[src/rtl/pipe_alu.sv]
// Two-stage pipelined ALU: S1 registers operands, S2 registers result/flags/leading-one index.
// Define PIPE_ALU_SAT_EN to saturate ADD/SUB results on signed overflow.
module pipe_alu #(
    parameter int WIDTH = 8,
    parameter int TAG_W = 4
) (
    input  logic                     clk,
    input  logic                     reset,
    input  logic                     in_valid,
    output logic                     in_ready,
    input  logic [WIDTH-1:0]         in_a,
    input  logic [WIDTH-1:0]         in_b,
    input  logic [2:0]               in_op,
    input  logic [TAG_W-1:0]         in_tag,
    output logic                     out_valid,
    input  logic                     out_ready,
    output logic [WIDTH-1:0]         out_y,
    output logic                     out_c,
    output logic                     out_v,
    output logic                     out_n,
    output logic                     out_z,
    output logic [$clog2(WIDTH)-1:0] out_msb_idx,
    output logic                     out_msb_vld,
    output logic [TAG_W-1:0]         out_tag
);
    localparam int IDX_W = $clog2(WIDTH);

    typedef enum logic [2:0] {
        OP_ADD, OP_SUB, OP_XOR, OP_OR, OP_AND, OP_NOR, OP_NAND, OP_XNOR
    } op_e;

    typedef struct packed {
        logic [WIDTH-1:0] a;
        logic [WIDTH-1:0] b;
        op_e              op;
        logic [TAG_W-1:0] tag;
    } s1_t;

    logic [2:1]       vld_pipe;
    s1_t              s1_q;
    logic             adv;
    logic [WIDTH-1:0] b_eff;
    logic [WIDTH:0]   sum;
    logic [WIDTH-1:0] y_d;
    logic             c_d;
    logic             v_d;
    logic [IDX_W-1:0] idx_d;
    logic             mvld_d;

    // Whole pipe moves together; a stalled output freezes both stages.
    assign adv       = !vld_pipe[2] || out_ready;
    assign in_ready  = adv;
    assign out_valid = vld_pipe[2];

    always_comb begin
        b_eff = (s1_q.op == OP_SUB) ? ~s1_q.b : s1_q.b;
        sum   = {1'b0, s1_q.a} + {1'b0, b_eff} + {{WIDTH{1'b0}}, (s1_q.op == OP_SUB)};
        y_d   = sum[WIDTH-1:0];
        c_d   = 1'b0;
        v_d   = 1'b0;
        case (s1_q.op)
            OP_ADD, OP_SUB: begin
                c_d = sum[WIDTH];
                v_d = (s1_q.a[WIDTH-1] == b_eff[WIDTH-1]) && (sum[WIDTH-1] != s1_q.a[WIDTH-1]);
`ifdef PIPE_ALU_SAT_EN
                // Overflow direction follows the sign of A.
                if (v_d)
                    y_d = s1_q.a[WIDTH-1] ? {1'b1, {(WIDTH-1){1'b0}}} : {1'b0, {(WIDTH-1){1'b1}}};
`endif
            end
            OP_XOR:  y_d = s1_q.a ^ s1_q.b;
            OP_OR:   y_d = s1_q.a | s1_q.b;
            OP_AND:  y_d = s1_q.a & s1_q.b;
            OP_NOR:  y_d = ~(s1_q.a | s1_q.b);
            OP_NAND: y_d = ~(s1_q.a & s1_q.b);
            OP_XNOR: y_d = ~(s1_q.a ^ s1_q.b);
            default: y_d = sum[WIDTH-1:0];
        endcase
    end

    // Ascending scan so the highest set bit wins.
    always_comb begin
        idx_d  = '0;
        mvld_d = |y_d;
        for (int i = 0; i < WIDTH; i++)
            if (y_d[i]) idx_d = IDX_W'(i);
    end

    always_ff @(posedge clk) begin
        if (reset) begin
            vld_pipe    <= '0;
            s1_q        <= '0;
            out_y       <= '0;
            out_c       <= 1'b0;
            out_v       <= 1'b0;
            out_n       <= 1'b0;
            out_z       <= 1'b0;
            out_msb_idx <= '0;
            out_msb_vld <= 1'b0;
            out_tag     <= '0;
        end else if (adv) begin
            vld_pipe <= {vld_pipe[1], in_valid};
            if (in_valid) begin
                s1_q.a   <= in_a;
                s1_q.b   <= in_b;
                s1_q.op  <= op_e'(in_op);
                s1_q.tag <= in_tag;
            end
            if (vld_pipe[1]) begin
                out_y       <= y_d;
                out_c       <= c_d;
                out_v       <= v_d;
                out_n       <= y_d[WIDTH-1];
                out_z       <= ~mvld_d;
                out_msb_idx <= idx_d;
                out_msb_vld <= mvld_d;
                out_tag     <= s1_q.tag;
            end
        end
    end
endmodule
[config.mk]
export PLATFORM = sky130hd
export DESIGN_NAME = pipe_alu
export DESIGN_NICKNAME = d
export VERILOG_FILES = /design/src/rtl/pipe_alu.sv
export SDC_FILE = /design/constraint.sdc
export NUM_CORES = 1
export LEC_CHECK = 0
export BUFFER_PORTS_ARGS = -buffer_cell sky130_fd_sc_hd__buf_2
export CELL_PAD_IN_SITES_DETAIL_PLACEMENT = 2
export CELL_PAD_IN_SITES_GLOBAL_PLACEMENT = 2
export CORE_ASPECT_RATIO = 0.75
export CORE_MARGIN = 3
export CORE_UTILIZATION = 33
export DETAILED_ROUTE_END_ITERATION = 12
export GPL_ROUTABILITY_DRIVEN = 1
export GPL_TIMING_DRIVEN = 0
export PLACE_DENSITY_LB_ADDON = 0.1
export SLEW_MARGIN = 30
export SYNTH_ARGS = -nofsm -noshare
export SYNTH_HDL_FRONTEND = slang
export SYNTH_SLANG_ARGS = --single-unit
[constraint.sdc]
create_clock -name clk -period 3.6 [get_ports clk]
set_clock_uncertainty 0.1 [all_clocks]
set_input_delay 0.36 -clock clk [delete_from_list [all_inputs] [get_ports clk]]
set_output_delay 0.36 -clock clk [all_outputs]
set_load 0.005 [all_outputs]
# ---- After elaboration in Yosys (flattened, before gate mapping)
# Cells that the tools add are included.
dict set report word_totals {
  output_inout_bits 22
  register_bits 45
  elab_cells 51
  inputBits 27
}
dict set report op_classes {
  n_eq_ne 9
  reduce_logical 8
  bitwise 8
  mux 11
  n_addsub 2
}
# cell n
set ops {}
lappend ops {{$pmux 8 s6} 1}
lappend ops {{$not 8->8} 4}
lappend ops {{$mux 3} 6}
lappend ops {{$eq 3x3->1 const B} 4}
lappend ops {{$add 8x8->9} 1}
lappend ops {{$add 9x1->9} 1}
lappend ops {{$and 8x8->8} 1}
lappend ops {{$mux 8} 1}
lappend ops {{$or 8x8->8} 1}
lappend ops {{$reduce_or 8->1} 1}
lappend ops {{$xor 8x8->8} 1}
lappend ops {{$eq 3x2->1 const B} 2}
lappend ops {{$reduce_and 2->1} 2}
lappend ops {{$eq 3x1->1 const B} 1}
lappend ops {{$logic_not 3->1} 1}
lappend ops {{$mux 1} 3}
lappend ops {{$reduce_or 2->1} 1}
lappend ops {{$eq 1x1->1} 1}
lappend ops {{$logic_and 1x1->1} 1}
lappend ops {{$logic_not 1->1} 1}
lappend ops {{$logic_or 1x1->1} 1}
lappend ops {{$ne 1x1->1} 1}
lappend ops {{$not 1->1} 1}

# ---- Logic depth before layout (Yosys ltp)
dict set report logic_depth {
  word_depth 12
  mapped_depth 11
  ltp_nobuf 9
}

# ---- Least setup slack after synthesis
# No wires, ideal clock.
dict set report synth_timing {
  path_kind {register to register}
  startpoint {register s1_q[5] (netlist bit)}
  endpoint {register out_msb_vld}
  n_path_buf 2
  slack_ns 0.553
  required_ns 3.365
  path_stages_with_launch 12
  t_arrival_ns 2.812
  synth_period_minus_slack_ns 3.047
  setup_ns 0.135
  path_cell_list {dfxtp_1 buf_6 or3b_1 buf_6 xnor2_1 ha_1 a31oi_1 o311ai_4 a21oi_2 xnor2_2 a2111oi_1 a31oi_1}
}
dict set report synth_between {
  elab_chain_len 6
  elab_cells_between_ends 12
  classes_between {add/sub: 2; eq/ne: 7; mux: 2; reduce/logical: 1}
}
# element line
set synth_rtl {}
lappend synth_rtl {{from (decl)} 40} ;# s1_t s1_q;
lappend synth_rtl {{$eq 3x1->1} {56, 57}}
lappend synth_rtl {{$mux 8} 56} ;# b_eff = (s1_q.op == OP_SUB) ? ~s1_q.b : s1_q.b;
lappend synth_rtl {{$add 8x8->9} 57} ;# sum = {1'b0, s1_q.a} + {1'b0, b_eff} + {{WIDTH{1'b0}}, (s1_q.op == OP_SUB)};
lappend synth_rtl {{$add 9x1->9} 57}
lappend synth_rtl {{$pmux 8 s6 *} 61} ;# case (s1_q.op)
lappend synth_rtl {{$reduce_or 8->1 *} 84} ;# mvld_d = |y_d;
lappend synth_rtl {{to (signal assigned)} 116} ;# out_msb_vld <= mvld_d;
lappend synth_rtl {{to (decl)} 23} ;# output logic out_msb_vld,
# Mark *: on every way between the ends. The rest lies on a longest branch, timed or not.
# A chain may end at the register's enable or synchronous reset.

# ---- Final worst setup path
dict set report layout_timing {
  startpoint {register s1_q[4] (netlist bit)}
  endpoint {register out_msb_vld}
}
# Same word-level chain as after synthesis.

==> results.tsv <==
stage	metric	value	unit
status	status	finished clean	
sta	Slew @ Worst Pin	0.728	ns
setup_path	gate family responsible for the most delay along the worst path	compound AO/OA/AOI/OAI gates	
drt	DRC errors left	0	
sta	crit share post-route	0.948	
final_layout	Area Growth Syn to Fin	20.1	%
setup_path	Crit path required time	3.66	ns
grt	met3 usage	0.0293	
synthesis	synth unique cells	58	
clock_tree	clock sinks	44	
synthesis	mapped cell area	0.00284	mm^2
floorplanning	Die X-Extent	113	um
pwr	worst vdd ir	0.000198	V
synthesis	syn_area_per_cell	7.88	um^2
final_layout	Inserted Diodes	0	
drt	vias	2734	
setup_path	startpoint types	flop	
drt	routed len/inst	18.2	um
sta	fmax	293	MHz
setup_path	r2r setup slk	0.19	ns
grt	number of global-route vias before repair	2868	
setup_path	Worst path slowest cell	a2111oi_2	
synthesis	Syn Nets	412	
placed_design	hpwl dp	7.35	mm
final_layout	share of post-route cells with drive strength above 1	0.188	
clock_tree	maximum root-to-sink buffer count	2	
setup_path	buffers and inverters on the worst path	1	
floorplanning	Die Y	86.3	um
pwr	total power	1.45	mW
hold_path	Worst Hold Class	in -> reg	
placed_design	Port-buffer cells	48	
drt	initial DRC count	117	
setup_path	critical path's most frequent cell	a31oi_1	
setup_path	critical path arrival	3.48	ns
final_layout	Non-Filler Instances	521	
grt	pin count of the biggest net entering global routing	15	
synthesis	number of flops mapped to enable cells by yosys	0	
grt	GR Layer Usage met2	0.329	
drt	Pre-antenna DRT Iters	4	
sta	Setup violations, final	0	
setup_path	CP Class	reg -> reg	
floorplanning	Die ar.	0.00976	mm^2
synthesis	Yosys warnings	0	
synthesis	#FFs+latches synth	44	
floorplanning	# IOs	49	
clock_tree	Setup Fix Bufs, Post-CTS	0	
sta	Final Critical Period	3.41	ns
clock_tree	CTS tree	yes	
clock_tree	CTS Hold Bufs	0	
clock_tree	htree depth	2	
sta	Final Hold Viols	0	
synthesis	top_reg_cell synth	dfxtp_1	
grt	routing usage on met1	0.287	
drt	vias per inst	5.25	
clock_tree	Clock transition at path regs	0.07	ns
pwr	Power Density	425	mW/mm^2
placed_design	# placed instances	513	
floorplanning	Initial Util	0.349	
synthesis	Cells after Synth	360	
sta	slew margin rel.	0.513	
placed_design	RePlAce Congestion	0.877	
clock_tree	worst skew pair latency	0.29	ns
setup_path	Worst setup EP type	flop	
grt	GRT Resource Usage Total	0.203	
synthesis	cell taking the most area after synthesis	dfxtp_1	
grt	initial antenna violation count	0	
setup_path	Largest stage delay, worst path	0.47	ns
pwr	Leak	1.47	nW
grt	grt ovf	0	
run	maxcap violations	0	
synthesis	top-area cell type share of the netlist area	0.311	
floorplanning	# rows	28	
synthesis	ys async rst share	0	
sta	Hold Slack	0.198	ns
clock_tree	post-cts gate resize count	0	
clock_tree	CTS root buffer	clkbuf_16	
drt	Antenna Violating Nets Remaining	0	
grt	busiest grt layer	met2	
grt	first-pass GRT wire length	15.5	mm
setup_path	worst-path fanout max	10	
floorplanning	Core ar.	0.00813	mm^2
synthesis	top post-synthesis cells by area	dfxtp_1 (31%), ha_1 (11%), nand2_1 (9.7%), a21oi_1 (7.9%), xnor2_1 (3.7%)	
clock_tree	CTS Buf Count	5	
sta	Slew Limit Fails	0	
final_layout	Nets	467	
synthesis	register area share after synthesis	0.311	
drt	Post-Route WL	9.49	mm
setup_path	critical-path cell list	or3b_1 > buf_6 > xnor2_1 > ha_1 > a31oi_1 > o311ai_4 > a21oi_2 > xnor2_2 > a2111oi_2 > a31oi_1	
==> per-layer routing <==
| layer | share of wire | wire [um] | up-vias |
|---|---|---|---|
| met5 | 0 | 0 | - |
| met4 | 0.010 | 97 | 0 |
| met1 | 0.50 | 4740 | 1339 |
| met2 | 0.45 | 4260 | 47 |
| li1 | - | - | 1340 |
| met3 | 0.040 | 384 | 8 |
==> logic make-up after synthesis <==
| group | synth area share |
|---|---|
| multiplexers | 0.0185 |
| XOR/XNOR | 0.0613 |
| AO/OA/AOI/OAI | 0.227 |
| adder cells (fa/ha/maj) | 0.113 |
| buffers and inverters | 0.0697 |
| AND/OR/NAND/NOR | 0.200 |
| flip-flops | 0.311 |
==> worst reg2reg max path, delay by kind of cell (launching register included) <==
kind	cells	cell delay, ns
adders and majority gates	1	0.32
buffers and inverters	1	0.17
xor gates and xnor gates	2	0.41
and+or+nand+nor	1	0.40
DFF	1	0.46
AOI/OAI and AO/OA	5	1.44
==> Yosys cell counts (all sizes together) (2+ instances only) <==
library cell,count
a221oi,4
nor2,18
dfxtp,44
or2,4
and3,3
buf,10
a211oi,6
and2,3
o21ai,10
nand2,73
xnor2,13
nor2b,2
a311oi,2
nor4,3
a2111oi,2
o221ai,2
inv,24
o211ai,2
a21boi,2
nor3,4
ha,24
clkbuf,12
xor2,6
a21oi,46
a31oi,2
o2bb2ai,2
o21bai,2
mux2,2
nand2b,7
nand3,3
mux2i,3
nand3b,2
o21a,2
==> final timing paths <==
path,cells after the start,endpoint,from
setup / recovery,10,out_msb_vld$_SDFFE_PP0P_,s1_q[4]$_SDFFE_PP0P_
hold / removal,3,s1_q[2]$_SDFFE_PP0P_,in_tag[2]
hold reg to reg,2,out_y[4]$_SDFFE_PP0P_,out_y[4]$_SDFFE_PP0P_
setup reg to reg,10,out_msb_vld$_SDFFE_PP0P_,s1_q[4]$_SDFFE_PP0P_
==> layout by cell type (no fill, tap or decap), types with 2 or more instances in the layout <==
cell type / count
a211oi_1: 6
a21boi_0: 2
a21oi_1: 45
a221oi_1: 4
a311oi_1: 2
a31oi_1: 2
and2_1: 3
and3_1: 3
buf_1: 2
buf_2: 53
buf_6: 2
clkbuf_1: 12
clkbuf_16: 5
dfxtp_1: 44
ha_1: 24
inv_1: 24
mux2_2: 2
mux2i_1: 3
nand2_1: 73
nand2b_1: 7
nand3_1: 3
nand3b_1: 2
nor2_1: 18
nor2b_1: 2
nor3_1: 4
o211ai_1: 2
o21a_1: 2
o21ai_0: 9
o21bai_1: 2
o221ai_1: 2
o2bb2ai_1: 2
or2_2: 3
xnor2_1: 12
xor2_1: 6
==> flip-flops by register name (all words and copies together), names as in the netlist <==
name / cells
out_v: 1
out_msb_vld: 1
out_z: 1
vld_pipe: 2
out_y: 8
out_c: 1
out_msb_idx: 3
out_tag: 4
s1_q: 23
==> final cells by class <==
cell class              count  area [um^2]
repair buffers             48          240
plain buffers              22          108
flip-flops and latches     44          881
inverters                  24         90.1
multi-input cells         270         1780
clock buffers               6          139
clock inverters             2         38.8
fillers                   937         4720
well taps                 105          131
==> power breakdown <==
part	internal, mW	leakage [nW]	total [mW]	switching [mW]
logic	0.140	1.02	0.353	0.213
registers	0.517	0.361	0.546	0.0298
clock network	0.348	0.0871	0.547	0.199
==> through the flow <==
step	utilization	TNS [ns]	setup WS (ns)	cell area, um^2
3_3_place_gp	0.395	0	0.210	3210
3_5_place_dp	0.395	0	0.113	3210
6_report	0.419	0	0.186	3410
2_1_floorplan	-	0	0.553	2840
5_1_grt	0.419	-0.0594	-0.0520	3410
4_1_cts	0.417	0	0.0957	3390
Power figures use the tool's default switching activity.
